## src/rtl/rpsc_power_sequencer.sv

```systemverilog
// rtl/rpsc_power_sequencer.sv - fan/cathode/grid/anode power-on and HV sequencer
// Drives the active-low stage enables as registered decodes of the next state.
module rpsc_power_sequencer #(
    parameter int TW      = 16,
    parameter int FAN_DLY = 16,
    parameter int CA_WARM = 64,
    parameter int G1_DLY  = 8,
    parameter int G2_DLY  = 8,
    parameter int AN_TMO  = 32
) (
    input  logic       clk,
    input  logic       rst_n,
    input  logic       i_ps_on,
    input  logic       i_hv_req,
    input  logic       i_Not_ANY_HV_GO_OFF,
    input  logic       i_Not_AN_HV_Ready,
    input  logic       i_fault_clr,
    output logic       o_Not_FAN_ON,
    output logic       o_Not_CA_ON,
    output logic       o_Not_G1_ON,
    output logic       o_Not_G2_ON,
    output logic       o_Not_Anode_ON,
    output logic [2:0] o_state,
    output logic       o_fault
);

    typedef enum logic [2:0] {
        ST_OFF   = 3'd0,
        ST_FAN   = 3'd1,
        ST_CAW   = 3'd2,
        ST_G1    = 3'd3,
        ST_STBY  = 3'd4,
        ST_G2    = 3'd5,
        ST_ANODE = 3'd6,
        ST_HV    = 3'd7
    } state_t;

    localparam logic [TW-1:0] FAN_LD = TW'(FAN_DLY - 1);
    localparam logic [TW-1:0] CAW_LD = TW'(CA_WARM - 1);
    localparam logic [TW-1:0] G1_LD  = TW'(G1_DLY - 1);
    localparam logic [TW-1:0] G2_LD  = TW'(G2_DLY - 1);
    localparam logic [TW-1:0] AN_LD  = TW'(AN_TMO - 1);
    localparam logic [TW-1:0] ONE    = TW'(1);

    state_t        state, next_state;
    logic [TW-1:0] timer, next_timer;
    logic          timer_done;
    logic          hv_drop;
    logic          set_fault;

    assign timer_done = (timer == '0);
    assign hv_drop    = !i_Not_ANY_HV_GO_OFF || !i_hv_req;

    always_comb begin
        next_state = state;
        next_timer = timer_done ? '0 : timer - ONE;
        set_fault  = 1'b0;
        if (!i_ps_on) begin
            next_state = ST_OFF;
            next_timer = '0;
        end else if ((state == ST_G2 || state == ST_ANODE || state == ST_HV) && hv_drop) begin
            next_state = ST_STBY;
            next_timer = '0;
        end else begin
            case (state)
                ST_OFF: if (!o_fault) begin
                    next_state = ST_FAN;
                    next_timer = FAN_LD;
                end
                ST_FAN: if (timer_done) begin
                    next_state = ST_CAW;
                    next_timer = CAW_LD;
                end
                ST_CAW: if (timer_done) begin
                    next_state = ST_G1;
                    next_timer = G1_LD;
                end
                ST_G1: if (timer_done) begin
                    next_state = ST_STBY;
                    next_timer = '0;
                end
                ST_STBY: if (i_hv_req && i_Not_ANY_HV_GO_OFF && !o_fault) begin
                    next_state = ST_G2;
                    next_timer = G2_LD;
                end
                ST_G2: if (timer_done) begin
                    next_state = ST_ANODE;
                    next_timer = AN_LD;
                end
                ST_ANODE: begin
                    // Ready feedback takes precedence over a timeout landing on the same cycle
                    if (!i_Not_AN_HV_Ready) begin
                        next_state = ST_HV;
                        next_timer = '0;
                    end else if (timer_done) begin
                        next_state = ST_STBY;
                        next_timer = '0;
                        set_fault  = 1'b1;
                    end
                end
                ST_HV: next_timer = '0;
                default: begin
                    next_state = ST_OFF;
                    next_timer = '0;
                end
            endcase
        end
    end

    always_ff @(posedge clk or negedge rst_n) begin
        if (!rst_n) begin
            state          <= ST_OFF;
            timer          <= '0;
            o_fault        <= 1'b0;
            o_Not_FAN_ON   <= 1'b1;
            o_Not_CA_ON    <= 1'b1;
            o_Not_G1_ON    <= 1'b1;
            o_Not_G2_ON    <= 1'b1;
            o_Not_Anode_ON <= 1'b1;
        end else begin
            state          <= next_state;
            timer          <= next_timer;
            o_Not_FAN_ON   <= !(next_state >= ST_FAN);
            o_Not_CA_ON    <= !(next_state >= ST_CAW);
            o_Not_G1_ON    <= !(next_state >= ST_G1);
            o_Not_G2_ON    <= !(next_state >= ST_G2);
            o_Not_Anode_ON <= !(next_state >= ST_ANODE);
            if (set_fault)
                o_fault <= 1'b1;
            else if (i_fault_clr && (state == ST_OFF || state == ST_STBY))
                o_fault <= 1'b0;
        end
    end

    assign o_state = state;

endmodule

```

## config.mk

```make
export PLATFORM = sky130hd
export DESIGN_NAME = rpsc_power_sequencer
export DESIGN_NICKNAME = d
export VERILOG_FILES = /design/src/rtl/rpsc_power_sequencer.sv
export SDC_FILE = /design/constraint.sdc
export NUM_CORES = 1
export LEC_CHECK = 0
export BUFFER_PORTS_ARGS = -buffer_cell sky130_fd_sc_hd__buf_2
export CAP_MARGIN = 30
export CORE_UTILIZATION = 45
export CTS_BUF_LIST = sky130_fd_sc_hd__clkbuf_4 sky130_fd_sc_hd__clkbuf_8
export DETAILED_ROUTE_END_ITERATION = 10
export GPL_ROUTABILITY_DRIVEN = 0
export HOLD_SLACK_MARGIN = 0.06
export PLACE_DENSITY = 0.67
export SYNTH_ARGS = -nofsm -noshare
export SYNTH_HDL_FRONTEND = slang
export SYNTH_SLANG_ARGS = --single-unit
```

## constraint.sdc

```tcl
create_clock -name clk -period 1.82 [get_ports clk]
set_input_delay 0.182 -clock clk [delete_from_list [all_inputs] [get_ports clk]]
set_output_delay 0.182 -clock clk [all_outputs]
set_load 0.05 [all_outputs]
```

* Word level (Yosys, flattened, before mapping)
Cells that the tools add are included.
** Storage, ports and cells
- Output and inout port bits :: 9
- Register bits after elaboration :: 25
- Bits of input ports :: 7
- Logic and storage cells :: 68
** Cells by class
- Mux-type cells :: 28
- Reductions and logical operators :: 19
- Magnitude comparators :: 5
- Add/subtract/negate cells :: 1
- Equality and inequality tests :: 7
** Operators with widths (number)
- 16-bit 2-to-1 mux :: 10
- 16-bit one-hot mux with 8 select lines :: 1
- 3-bit 2-to-1 mux :: 9
- 3-bit one-hot mux with 7 select lines :: 1
- 16-bit logical NOT :: 1
- 16-bit by 1-bit subtractor with 16-bit output, second input constant :: 1
- 3-bit equality test, second input constant :: 4
- 1-bit logical NOT :: 8
- 1-bit 2-to-1 mux :: 7
- 3-bit by 2-bit equality test with 1-bit output, second input constant :: 2
- 3-bit by 2-bit >= comparator with 1-bit output, second input constant :: 2
- 3-bit >= comparator, second input constant :: 2
- 1-bit logical AND :: 4
- 1-bit logical OR :: 4
- 3-bit by 1-bit equality test with 1-bit output, second input constant :: 1
- 3-bit by 1-bit >= comparator with 1-bit output, second input constant :: 1
- 3-bit logical NOT :: 1
- 2-bit nonzero test :: 1

* Longest topological paths before layout
- Depth in word-level cells :: 8
- Depth in mapped cells :: 8
- Mapped depth without buffers :: 7

* Least setup slack after synthesis
OpenSTA, ideal clock, no wires.
- Path kind :: register to register
- From :: register timer[6]
- To :: register timer[11]
- Buffers on the path :: 0
- Setup time :: 129 ps
- Data required time :: 1691 ps
- Period minus slack after synthesis :: 1923 ps
- Data arrival time :: 1794 ps
- Cell stages (with the launch flop) :: 6
- Path slack :: -103 ps
- Path through :: dfrtp_1 > or4_4 > or2_4 > or4_4 > xor2_1 > nor2_2
** On the way
- Longest elaborated chain between the ends :: 7
- Elaborated cells between the ends (all ways) :: 13
- Those cells by class :: add/sub (1); mux (11); reduce/logical (1)
** Ends and longest elaborated chain
- start, declared :: RTL line 46 : logic [TW-1:0] timer, next_timer;
- start signal, assigned :: RTL line 122 : timer <= next_timer;
- 16-bit by 1-bit subtractor with 16-bit output / 16-bit logical NOT (equally long branches) :: RTL line 56, 51
- 16-bit 2-to-1 mux :: RTL line 56 : next_timer = timer_done ? '0 : timer - ONE;
- 16-bit 2-to-1 mux :: RTL line 78, 95
- 16-bit 2-to-1 mux :: RTL line 92 : if (!i_Not_AN_HV_Ready) begin
- 16-bit one-hot mux with 8 select lines * :: RTL line 65 : case (state)
- 16-bit 2-to-1 mux * :: RTL line 61 : end else if ((state == ST_G2 || state == ST_ANODE || state == ST_HV) && hv_drop) begin
- 16-bit 2-to-1 mux * :: RTL line 58 : if (!i_ps_on) begin
- via next_timer[11] :: RTL line 46
The timed path passes the listed nets; every way through them passes the cells marked *.
A chain may end at the register's enable or synchronous reset.

* Worst setup path in the final report
- From :: register timer[0]
- To :: register o_Not_G2_ON
** On the way
- Longest elaborated chain between the ends :: 8
- Elaborated cells between the ends (all ways) :: 11
- Those cells by class :: order compare (1); mux (8); reduce/logical (2)
** Ends and longest elaborated chain
- 16-bit logical NOT * :: RTL line 51 : assign timer_done = (timer == '0);
- 3-bit 2-to-1 mux :: RTL line 78, 95
- 3-bit 2-to-1 mux :: RTL line 92
- 3-bit one-hot mux with 7 select lines * :: RTL line 65
- 3-bit 2-to-1 mux * :: RTL line 61
- 3-bit 2-to-1 mux * :: RTL line 58
- via next_state[0] :: RTL line 45 : state_t state, next_state;
- 3-bit >= comparator * :: RTL line 126 : o_Not_G2_ON <= !(next_state >= ST_G2);
- 1-bit logical NOT * :: RTL line 126
- end signal, assigned :: RTL line 126
- end, declared :: RTL line 21 : output logic o_Not_G2_ON,
Marks and branches as above.

==> results.yml <==
detailed_routing:
  postRouteWirelength_um: 3988
  firstDrtPassIters: 4
  vias: 1301
  drc: 0
  drt_iter0_markers: 47
  wl_per_cell_um: 18.13
  ant_nets: 0
  vias_per_cell: 5.914
hold_path:
  min_to: "o_fault"
  hold_depth: 3
  hold_class: "in2reg"
  hp-start: "i_Not_AN_HV_Ready"
cts:
  cts_tree: "yes"
  cts_num_sinks: 25
  cts_buffers: 3
  cts.clk_slew.worst_paths_ps: 140
  cts_root_buf: "clkbuf_4"
  clkLatencyLatePin_ps: 330
  cts.path.max_buffers: 2
  cts.htree.levels: 1
critical_path:
  cp_slowest_cell: "dfrtp_1"
  startpoint_type: "flip-flop"
  r2r_end: "o_Not_G2_ON"
  cp.required_ps: 2090
  worstRegToRegCells: 8
  endpoint_kind: "flip-flop"
  cp_data_arrival_time_ps: 2230
  path_delay_family: "simple AND/OR/NAND/NOR gates"
  critical-path-max-stage-delay_ps: 420
  timing.rr.start: "timer[0]"
  cp_max_fo: 3
  path_buf_inv: 2
  worst-r2r-setup-slack_ps: -140
  cp_cell_sequence: "inv_1 > ha_2 > nor3b_2 > buf_4 > nand4_1 > or3_4 > a31oi_4 > a21boi_0"
  cp_num_cells: 8
  critPathKind: "reg2reg"
timing:
  maxSlewViolCount: 0
  slew_headroom_pct: 61.49
  worst_slack_ps: -144.0
  rsz0062_at_grt: "true"
  fin_worst_hold_slack_ps: 148.9
  layout_min_cycle_time_ps: 1964
  hold_violations: 0
  min_period_over_period_pct: 107.9
  worst_pin_slew_ps: 577.6
  skew_ps: 4.407
  finalSetupTns_ps: -2012
  setup_viol: 20
  fmax_mhz: 509.2
yosys:
  syn-instance-count: 137
  syn_nets: 145
  avgSynthCellArea_um2: 9.717
  synth-simple-area-share_pct: 25.56
  ys_warn_count: 0
  synth-xor-area-share_pct: 7.895
  synth_cell_types: 42
  synth-adder-area-share_pct: 0.9398
  syn_area_um2: 1331
  synth_top_family_by_area: "simple AND/OR/NAND/NOR gates"
  synth-compound-area-share_pct: 15.04
  synth_mux_area_share_pct: 0.7519
  synth_seq_area_share_pct: 47.46
  ys_ff_latch: 25
floorplan:
  core-area_um2: 2781
  start_util_pct: 47.86
  rows: 19
  fp.dieH_um: 56.39
  die_w_um: 56.39
  ios: 16
  dieArea_um2: 3180
final_layout:
  final_common_cell: "buf_4"
  area_growth_syn_to_layout_pct: 45.30
  fin_area_um2: 1934
  mostFrequentLayoutCells: "buf_4, dfrtp_1, nor2_1"
  fin_nets: 198
  antenna_cells: 0
  instances_no_fill: 220
  drive_above_1_share_pct: 49.74
  postLayoutCoreUtil_pct: 69.55
global_route:
  grt_max_degree: 26
  grt_pass1_vias: 1199
  grt_pass1_wl_um: 5526
  antenna_found_initial: 0
  track_usage_pct: 22.70
  grt_overflow_total: 0
placed_design:
  place_inst: 206
  placed_cell_area_um2: 1648
  dp_slack_ps: -175.8
  dpl.hpwl_um: 2330
  port-buffer-count: 15
job:
  maxCapViolations: 0
power_and_ir_drop:
  max-vdd-ir-drop_uv: 744.8
  leakage_nw: 0.8597
  pwr_density_cell_nw_per_um2: 986.2
  p_total_mw: 1.908
status:
  status: "complete, but fails checks"
  violations: "setup timing"
[per-layer routing]
metal / share of wire (%) / vias up / global-route usage, %
met5: 0 / - / 0
met4: 1.2 / 0 / 6.272
met3: 2.8 / 5 / 3.456
met2: 55 / 32 / 40.31
met1: 42 / 662 / 28.68
li1: - / 602 / -
[worst max-delay path by stage]
stage | slack (ps) | end | start
floorplan | -100 | timer[11] | timer[6]
global placement | -110 | timer[1] | timer[0]
detailed placement | -180 | timer[1] | timer[1]
CTS | -120 | timer[11] | timer[0]
global route | -220 | o_Not_G2_ON | timer[0]
finish | -140 | o_Not_G2_ON | timer[0]
[report_power, final]
part / switching, mW / internal (mW) / total [mW]
registers: 0.0661 / 0.620 / 0.686
clock network: 0.181 / 0.0843 / 0.265
logic: 0.492 / 0.464 / 0.956
[worst register-to-register path, delay by kind of cell, from the launching register on]
kind	cells	cell delay, ps
flip-flops	1	420
adder cells (fa/ha/maj)	1	180
AO/OA/AOI/OAI	2	320
AND/OR/NAND/NOR	3	760
buffers and inverters	2	240
[what timing repair did]
action                     in CTS  in global routing
buffers inserted                4                  4
hold endpoints to repair       21                  0
hold buffers                    2                  0
pin swaps                       4                  5
setup endpoints to repair      17                 22
gates resized for setup        12                 25
[flip-flops by register name (all words and copies together) (netlist names)]
name            cells
o_Not_Anode_ON      1
o_Not_CA_ON         1
o_Not_FAN_ON        1
o_Not_G1_ON         1
o_Not_G2_ON         1
o_fault             1
o_state             3
timer              16
[Yosys cell counts (all sizes together)]
library cell	n	share of area [%]
nor4	4	1.9
xnor2	7	4.6
ha	1	0.94
o31ai	1	0.56
nand4	2	0.94
o211a	1	0.75
a221oi	2	1.8
a21o	3	1.7
dfrtp	20	38
nor3	8	3.0
or2	1	0.66
a21oi	10	3.8
o21ai	1	0.38
or3b	1	0.66
nand2	7	2.0
o21a	2	1.1
and4	3	2.0
xor2	5	3.3
clkbuf	5	1.5
or3	2	0.94
nand3	4	1.5
a21bo	1	0.75
o311a	1	0.75
or4	4	3.1
a22oi	1	0.56
o31a	1	0.66
inv	3	0.85
a21boi	1	0.56
o41ai	1	0.66
nand2b	2	0.94
and3	1	0.47
a211oi	1	0.56
nor2	20	5.8
nand3b	1	0.56
mux2i	1	0.75
a31oi	1	0.47
nor3b	2	1.1
dfstp	5	9.9
[layout make-up]
cell class / count / area (µm²)
timing repair buffer: 53 / 392.9
multi-input combinational: 104 / 829.5
tap: 31 / 38.79
fill: 216 / 847.1
clock inverter: 1 / 7.507
clock buffer: 3 / 22.52
sequential: 25 / 631.9
inverter: 3 / 11.26
[logic make-up after synthesis]
logic type                 after synthesis
muxes                                    1
AOI/OAI and AO/OA                       28
and+or+nand+nor                         62
adders and majority gates                1
xor gates and xnor gates                12
buffers and inverters                    8
DFF                                     25
Note: power is estimated with default switching activity, not from simulation.
